## src/rtl/rotate_2d_pkg.sv

```systemverilog
`default_nettype none
// ============================================================================
// rotate_pkg : shared states, angle constants and degree wrap helper
// Rev 1.0
// ============================================================================
package rotate_pkg;

    typedef enum logic [2:0] {
        IDLE     = 3'd0,
        LOOK_SIN = 3'd1,
        LOOK_COS = 3'd2,
        MULT     = 3'd3,
        SUM      = 3'd4,
        OUT      = 3'd5
    } state_t;

    localparam int ANGLE_W = 9;
    localparam logic [ANGLE_W:0] DEG_90  = 10'd90;
    localparam logic [ANGLE_W:0] DEG_360 = 10'd360;

    // Single conditional subtract; inputs never reach 720 so one pass suffices.
    function automatic logic [ANGLE_W-1:0] wrap_deg(input logic [ANGLE_W:0] deg);
        logic [ANGLE_W:0] w_red;
        w_red = (deg >= DEG_360) ? (deg - DEG_360) : deg;
        return w_red[ANGLE_W-1:0];
    endfunction

endpackage
`default_nettype wire

```

## src/rtl/rotate_2d_if.sv

```systemverilog
`default_nettype none
// ============================================================================
// rotate_2d_if : point handshakes plus the sine table angle/data link
// Rev 1.0
// ============================================================================
interface rotate_2d_if
    import rotate_pkg::*;
#(
    parameter int COORD_W = 12
);
    logic                      in_valid;
    logic                      in_ready;
    logic signed [COORD_W-1:0] in_x;
    logic signed [COORD_W-1:0] in_y;
    logic        [ANGLE_W-1:0] in_angle;
    logic        [ANGLE_W-1:0] tbl_id;
    logic signed [15:0]        tbl_data;
    logic                      out_valid;
    logic                      out_ready;
    logic signed [COORD_W-1:0] out_x;
    logic signed [COORD_W-1:0] out_y;

    modport slave (
        input  in_valid, in_x, in_y, in_angle, tbl_data, out_ready,
        output in_ready, tbl_id, out_valid, out_x, out_y
    );

    modport master (
        output in_valid, in_x, in_y, in_angle, tbl_data, out_ready,
        input  in_ready, tbl_id, out_valid, out_x, out_y
    );
endinterface
`default_nettype wire

```

## src/rtl/rotate_2d_round_sat_shift.sv

```systemverilog
`default_nettype none
// ============================================================================
// round_sat_shift : add half LSB, arithmetic shift right, saturate to OUT_W
// Rev 1.0
// ============================================================================
module round_sat_shift #(
    parameter int IN_W  = 29,
    parameter int SHIFT = 8,
    parameter int OUT_W = 12
) (
    input  logic signed [IN_W-1:0]  din,
    output logic signed [OUT_W-1:0] dout
);
    localparam logic signed [IN_W-1:0] c_half = IN_W'(64'sd1 <<< (SHIFT - 1));
    localparam logic signed [IN_W-1:0] c_max  = IN_W'((64'sd1 <<< (OUT_W - 1)) - 64'sd1);
    localparam logic signed [IN_W-1:0] c_min  = IN_W'(-(64'sd1 <<< (OUT_W - 1)));

    logic signed [IN_W-1:0] w_rounded;
    logic signed [IN_W-1:0] w_shifted;

    // Caller guarantees one bit of headroom so the half-LSB add cannot wrap.
    assign w_rounded = din + c_half;
    assign w_shifted = w_rounded >>> SHIFT;

    always_comb begin
        dout = w_shifted[OUT_W-1:0];
        if (w_shifted > c_max) begin
            dout = c_max[OUT_W-1:0];
        end else if (w_shifted < c_min) begin
            dout = c_min[OUT_W-1:0];
        end
    end
endmodule
`default_nettype wire

```

## src/rtl/rotate_2d.sv

```systemverilog
`default_nettype none
// ============================================================================
// rotate_2d : rotate a signed point by an integer angle using two sine lookups
// Rev 1.0
// ============================================================================
module rotate_2d
    import rotate_pkg::*;
#(
    parameter int COORD_W = 12,
    parameter int TBL_LAT = 2,
    parameter int Q_FRAC  = 8
) (
    input  logic        clk,
    input  logic        rst,
    rotate_2d_if.slave  bus
);
    localparam int c_tbl_w  = 16;
    localparam int c_prod_w = COORD_W + c_tbl_w;
    localparam int c_sum_w  = c_prod_w + 1;
    localparam int c_cnt_w  = $clog2(TBL_LAT + 2);
    localparam logic [c_cnt_w-1:0] c_cnt_load = c_cnt_w'(TBL_LAT);

    state_t r_state;
    state_t w_state_next;

    logic        [c_cnt_w-1:0]  r_cnt;
    logic signed [COORD_W-1:0]  r_x;
    logic signed [COORD_W-1:0]  r_y;
    logic        [ANGLE_W-1:0]  r_angle;
    logic        [ANGLE_W-1:0]  r_tbl_id;
    logic signed [c_tbl_w-1:0]  r_s;
    logic signed [c_tbl_w-1:0]  r_c;
    logic signed [c_prod_w-1:0] r_p_xc;
    logic signed [c_prod_w-1:0] r_p_ys;
    logic signed [c_prod_w-1:0] r_p_xs;
    logic signed [c_prod_w-1:0] r_p_yc;
    logic                       r_out_valid;
    logic signed [COORD_W-1:0]  r_out_x;
    logic signed [COORD_W-1:0]  r_out_y;

    logic                       w_cnt_done;
    logic        [ANGLE_W-1:0]  w_in_angle_red;
    logic        [ANGLE_W-1:0]  w_cos_angle;
    logic signed [c_prod_w-1:0] w_x_ext;
    logic signed [c_prod_w-1:0] w_y_ext;
    logic signed [c_prod_w-1:0] w_s_ext;
    logic signed [c_prod_w-1:0] w_c_ext;
    logic signed [c_sum_w-1:0]  w_rx;
    logic signed [c_sum_w-1:0]  w_ry;
    logic signed [COORD_W-1:0]  w_rx_sat;
    logic signed [COORD_W-1:0]  w_ry_sat;

    assign w_cnt_done     = (r_cnt == '0);
    assign w_in_angle_red = wrap_deg({1'b0, bus.in_angle});
    assign w_cos_angle    = wrap_deg({1'b0, r_angle} + DEG_90);

    // Operands widened first so each product is a plain same-width signed multiply.
    assign w_x_ext = c_prod_w'(r_x);
    assign w_y_ext = c_prod_w'(r_y);
    assign w_s_ext = c_prod_w'(r_s);
    assign w_c_ext = c_prod_w'(r_c);

    assign w_rx = c_sum_w'(r_p_xc) - c_sum_w'(r_p_ys);
    assign w_ry = c_sum_w'(r_p_xs) + c_sum_w'(r_p_yc);

    round_sat_shift #(
        .IN_W  (c_sum_w),
        .SHIFT (Q_FRAC),
        .OUT_W (COORD_W)
    ) u_rss_x (
        .din  (w_rx),
        .dout (w_rx_sat)
    );

    round_sat_shift #(
        .IN_W  (c_sum_w),
        .SHIFT (Q_FRAC),
        .OUT_W (COORD_W)
    ) u_rss_y (
        .din  (w_ry),
        .dout (w_ry_sat)
    );

    always_ff @(posedge clk or posedge rst) begin
        if (rst) begin
            r_state <= IDLE;
        end else begin
            r_state <= w_state_next;
        end
    end

    always_comb begin
        w_state_next = r_state;
        case (r_state)
            IDLE:     if (bus.in_valid) w_state_next = LOOK_SIN;
            LOOK_SIN: if (w_cnt_done)   w_state_next = LOOK_COS;
            LOOK_COS: if (w_cnt_done)   w_state_next = MULT;
            MULT:                       w_state_next = SUM;
            SUM:                        w_state_next = OUT;
            OUT:      if (bus.out_ready) w_state_next = IDLE;
            default:                    w_state_next = IDLE;
        endcase
    end

    always_ff @(posedge clk or posedge rst) begin
        if (rst) begin
            r_cnt       <= '0;
            r_x         <= '0;
            r_y         <= '0;
            r_angle     <= '0;
            r_tbl_id    <= '0;
            r_s         <= '0;
            r_c         <= '0;
            r_p_xc      <= '0;
            r_p_ys      <= '0;
            r_p_xs      <= '0;
            r_p_yc      <= '0;
            r_out_valid <= 1'b0;
            r_out_x     <= '0;
            r_out_y     <= '0;
        end else begin
            case (r_state)
                IDLE: begin
                    if (bus.in_valid) begin
                        r_x      <= bus.in_x;
                        r_y      <= bus.in_y;
                        r_angle  <= w_in_angle_red;
                        r_tbl_id <= w_in_angle_red;
                        r_cnt    <= c_cnt_load;
                    end
                end
                LOOK_SIN: begin
                    if (w_cnt_done) begin
                        r_s      <= bus.tbl_data;
                        r_tbl_id <= w_cos_angle;
                        r_cnt    <= c_cnt_load;
                    end else begin
                        r_cnt <= r_cnt - c_cnt_w'(1);
                    end
                end
                LOOK_COS: begin
                    if (w_cnt_done) begin
                        r_c <= bus.tbl_data;
                    end else begin
                        r_cnt <= r_cnt - c_cnt_w'(1);
                    end
                end
                MULT: begin
                    r_p_xc <= w_x_ext * w_c_ext;
                    r_p_ys <= w_y_ext * w_s_ext;
                    r_p_xs <= w_x_ext * w_s_ext;
                    r_p_yc <= w_y_ext * w_c_ext;
                end
                SUM: begin
                    r_out_x     <= w_rx_sat;
                    r_out_y     <= w_ry_sat;
                    r_out_valid <= 1'b1;
                end
                OUT: begin
                    if (bus.out_ready) r_out_valid <= 1'b0;
                end
                default: ;
            endcase
        end
    end

    assign bus.in_ready  = (r_state == IDLE) && !rst;
    assign bus.tbl_id    = r_tbl_id;
    assign bus.out_valid = r_out_valid;
    assign bus.out_x     = r_out_x;
    assign bus.out_y     = r_out_y;
endmodule
`default_nettype wire

```

## src/flat_wrapper.sv

```systemverilog
// flat-port wrapper written by rule: the top's interface ports become plain ports
module rotate_2d_flat import rotate_pkg::*;
#(
    parameter int COORD_W = 12,
    parameter int TBL_LAT = 2,
    parameter int Q_FRAC  = 8
)
  (clk, rst, bus_in_valid, bus_in_x, bus_in_y, bus_in_angle, bus_tbl_data, bus_out_ready, bus_in_ready, bus_tbl_id, bus_out_valid, bus_out_x, bus_out_y);
  rotate_2d_if #(.COORD_W(COORD_W)) bus_i ();
  input  logic clk;
  input  logic rst;
  input wire logic [$bits(bus_i.in_valid)-1:0] bus_in_valid;
  input wire logic [$bits(bus_i.in_x)-1:0] bus_in_x;
  input wire logic [$bits(bus_i.in_y)-1:0] bus_in_y;
  input wire logic [$bits(bus_i.in_angle)-1:0] bus_in_angle;
  input wire logic [$bits(bus_i.tbl_data)-1:0] bus_tbl_data;
  input wire logic [$bits(bus_i.out_ready)-1:0] bus_out_ready;
  output wire logic [$bits(bus_i.in_ready)-1:0] bus_in_ready;
  output wire logic [$bits(bus_i.tbl_id)-1:0] bus_tbl_id;
  output wire logic [$bits(bus_i.out_valid)-1:0] bus_out_valid;
  output wire logic [$bits(bus_i.out_x)-1:0] bus_out_x;
  output wire logic [$bits(bus_i.out_y)-1:0] bus_out_y;
  assign bus_i.in_valid = bus_in_valid;
  assign bus_i.in_x = bus_in_x;
  assign bus_i.in_y = bus_in_y;
  assign bus_i.in_angle = bus_in_angle;
  assign bus_i.tbl_data = bus_tbl_data;
  assign bus_i.out_ready = bus_out_ready;
  assign bus_in_ready = bus_i.in_ready;
  assign bus_tbl_id = bus_i.tbl_id;
  assign bus_out_valid = bus_i.out_valid;
  assign bus_out_x = bus_i.out_x;
  assign bus_out_y = bus_i.out_y;
  rotate_2d #(.COORD_W(COORD_W), .TBL_LAT(TBL_LAT), .Q_FRAC(Q_FRAC)) u_core (.clk(clk), .rst(rst), .bus(bus_i));
endmodule
```

## config.mk

```make
export PLATFORM = sky130hd
export DESIGN_NAME = rotate_2d_flat
export DESIGN_NICKNAME = d
export VERILOG_FILES = /design/src/rtl/rotate_2d_pkg.sv /design/src/rtl/rotate_2d_if.sv /design/src/rtl/rotate_2d_round_sat_shift.sv /design/src/rtl/rotate_2d.sv /design/src/flat_wrapper.sv
export SDC_FILE = /design/constraint.sdc
export NUM_CORES = 2
export LEC_CHECK = 0
export BUFFER_PORTS_ARGS = -buffer_cell sky130_fd_sc_hd__buf_2
export CORE_MARGIN = 2
export CORE_UTILIZATION = 25
export DETAILED_ROUTE_END_ITERATION = 10
export HOLD_SLACK_MARGIN = 0.03
export PLACE_DENSITY_LB_ADDON = 0.2
export SLEW_MARGIN = 30
export SYNTH_ARGS = -nofsm -noshare
export SYNTH_HDL_FRONTEND = slang
export SYNTH_SLANG_ARGS = --single-unit
```

## constraint.sdc

```tcl
create_clock -name clk -period 6.3 [get_ports clk]
set_input_delay 0.63 -clock clk [delete_from_list [all_inputs] [get_ports clk]]
set_output_delay 0.63 -clock clk [all_outputs]
set_load 0.02 [all_outputs]
```

==> qor.csv <==
metric;value;unit
yosys_warnings;0;
cp.arrival;6.44;ns
yosys_register_bits;216;
cp_common_cell;fa_1;
portBuffers;87;
avgSynthCellArea;9.00;sq um
track_usage;0.145;
viasPerCell;4.33;
worst_pin_slew;1.20;ns
holdWs;0.177;ns
n_fill_cell;16500;
max_freq;166;MHz
die_h;398;microns
gp_congestion;0.810;
final_cell_mix;inv_1, fa_1, nand2_1, ha_1, and2_1;
status;completed;
layout_commonest_cell;inv_1;
critPathCaptureType;flop;
ioPinCount;88;
nets;5617;
vias;28500;
grt-busiest-layer;met2;
fin_crit_sh;0.956;
clk-insertion-delay-late;0.60;ns
cts_max_level;2;
num_rows;144;
required;6.71;ns
cts_hold_buf;0;
seq_area;0.00542;sq mm
drv_cap;0;
r2r_cells;23;
clockBufferDepth;3;
synthArstFlopShare;1.00;
multi_input_area;0.0294;sq mm
skew;0.0373;ns
min_period;6.03;ns
reg2reg_slack;0.27;ns
synthCells;4304;
worstPathMaxFanout;17;
grt_pass1_vias;29800;
syn_nets;5416;
synth_ff_type;dfrtp_1;
first_pass_iters;5;
core_area;0.154;sq mm
setup_viol;0;
crit_type;reg -> reg;
grt_max_degree;190;
cts_num_sinks;216;
drive_above_1_share;0.115;
slowest_stage;fa_1;
grt_pass1_wl;177;mm
synth.distinct_cells;75;
die_x;398;microns
cpPeakStageDelay;0.56;ns
clk_pin_slew;0.06;ns
hpwl;90.4;mm
cts_buffers;36;
ys_seq_area_frac;0.139;
grt_overflow;0;
start_util;0.252;
drt-wirelength-per-cell;16.7;microns
worstReg2RegEnd;u_core.r_p_xc[26]$_DFFE_PP0N_;
grt_util_met1;0.207;
wl;110;mm
remaining_drc_errors;0;
dr.first_iter.drc_count;1630;
gr-usage-met2;0.228;
final-hold-violation-count;0;
synth_edf_count;0;
die_area;0.158;sq mm
netlist_area;0.0388;sq mm
slew-limit-headroom;0.202;
hp-class;in -> async;
worstReg2RegStart;u_core.r_x[3]$_DFFE_PP0P_;
critPathLaunchType;flop;
crit_chain;buf_4 > buf_12 > nand2_1 > fa_1 > fa_1 > fa_1 > inv_1 > fa_1 > inv_1 > fa_1 > inv_1 > ha_1 > o21a_1 > a21o_1 > a31oi_1 > buf_4 > o211ai_1 > a21oi_2 > o21ai_0 > or4_1 > a31oi_1 > xor2_1 > o21ai_0;
cts_tree;done;
met3_usage;0.0268;
antenna_found_initial;17;
areaGrowthSynthToFinish;15.3;%
cts-root-buf;clkbuf_16;
ant_nets;0;
slew_violations;0;
-- metrics by stage --
step	area, sq um	utilization	setup TNS (ns)	instances	worst slack, ns
floorplan	38800	-	0	4304	0.411
global placement	43300	0.281	0	6510	0.120
detailed placement	43300	0.281	0	6510	0.0339
CTS	44500	0.289	0	6574	0.0407
global route	44700	0.290	-0.00250	6577	-0.00250
finish	44700	0.290	0	6577	0.274
-- cells by family (layout without fill, tap and decap cells) --
kind of cell | Yosys count | count (layout) | share of synthesized area
AOI/OAI and AO/OA | 447 | 447 | 0.0717
xor gates and xnor gates | 150 | 150 | 0.0339
other | 0 | 2 | 0
and+or+nand+nor | 1292 | 1292 | 0.152
DFF | 216 | 216 | 0.139
adders and majority gates | 1059 | 1059 | 0.480
muxes | 63 | 63 | 0.0181
buffers and inverters | 1077 | 1304 | 0.105
-- layer usage --
layer | vias to the layer above | share of wire | wire, microns
li1 | 13500 | - | -
met1 | 14400 | 0.48 | 52500
met2 | 494 | 0.44 | 48700
met3 | 99 | 0.056 | 6210
met4 | 14 | 0.022 | 2460
met5 | - | 0.00074 | 81
-- worst max-delay path: cells and delay by family, from the launching register on --
family	cells	cell delay, ns
fa+ha+maj	6	2.78
compound gates	8	1.30
buf+inv	6	0.63
simple gates	2	0.51
flops	1	0.43
xor+xnor	1	0.15
-- cell usage after synthesis, types with 6 or more instances --
library cell,number,area [sq um]
or2_2,8,50.1
nand2_1,703,2640
nand2b_1,36,225
mux2_2,58,653
inv_1,888,3330
or3_1,15,93.8
nor4_1,6,37.5
o21ai_1,6,30.0
clkbuf_1,179,672
o31ai_1,12,90.1
nor2_1,156,586
o21bai_1,14,105
o211ai_1,7,52.6
ha_1,347,4340
a21o_1,35,263
a21oi_1,100,500
and2_1,251,1570
o21a_1,13,97.6
a211oi_1,11,82.6
nand4_1,8,50.1
xor2_1,54,473
and3_1,12,75.1
a211o_1,9,78.8
o21ai_0,167,836
fa_1,712,14300
a31oi_1,12,75.1
xnor2_1,96,841
o32ai_1,11,96.3
nand3_1,24,120
nor3_1,36,180
dfrtp_1,216,5410
nor2b_1,21,131
-- registers in the layout, indices dropped and copies added, names as in the netlist --
signal                flops
u_core.r_x               12
u_core.r_s               16
u_core.bus.out_valid      1
u_core.r_y               12
u_core.r_state            3
u_core.r_p_yc            28
u_core.r_p_xs            28
u_core.bus.out_x         12
u_core.r_c               16
u_core.r_cnt              2
u_core.r_p_xc            28
u_core.bus.tbl_id         9
u_core.r_p_ys            28
u_core.bus.out_y         12
u_core.r_angle            9
-- worst max path at each step --
stage | startpoint | cells past startpoint | slack [ns] | end
6_report | u_core.r_x[3]$_DFFE_PP0P_ | 23 | 0.27 | u_core.r_p_xc[26]$_DFFE_PP0N_
5_1_grt | u_core.r_s[5]$_DFFE_PP0P_ | 24 | -0.002 | u_core.r_p_xs[26]$_DFFE_PP0N_
4_1_cts | u_core.r_s[6]$_DFFE_PP0P_ | 24 | 0.04 | u_core.r_p_ys[26]$_DFFE_PP0N_
3_5_place_dp | u_core.r_s[6]$_DFFE_PP0P_ | 24 | 0.03 | u_core.r_p_ys[26]$_DFFE_PP0N_
3_3_place_gp | u_core.r_x[3]$_DFFE_PP0P_ | 23 | 0.12 | u_core.r_p_xc[26]$_DFFE_PP0N_
2_1_floorplan | u_core.r_s[7]$_DFFE_PP0P_ | 23 | 0.41 | u_core.r_p_xs[26]$_DFFE_PP0N_
-- layout make-up --
class | instances | area share
Clock inverter | 17 | 0.00537
Sequential cell | 216 | 0.121
Inverter | 890 | 0.0748
Clock buffer | 47 | 0.0226
Timing Repair Buffer | 350 | 0.0609
Multi-Input combinational cell | 3011 | 0.658
Tap cell | 2044 | 0.0572
Antenna cell | 2 | 0.000112
-- timing repair --
action / 4_1_cts / 5_1_grt
setup endpoints to repair: 0 / 24
setup buffers: 0 / 1
gates resized for setup: 0 / 55
Power is left out: the tool's default activity adds up to more than one toggle a clock period on the data nets, which glitch-free logic cannot reach.
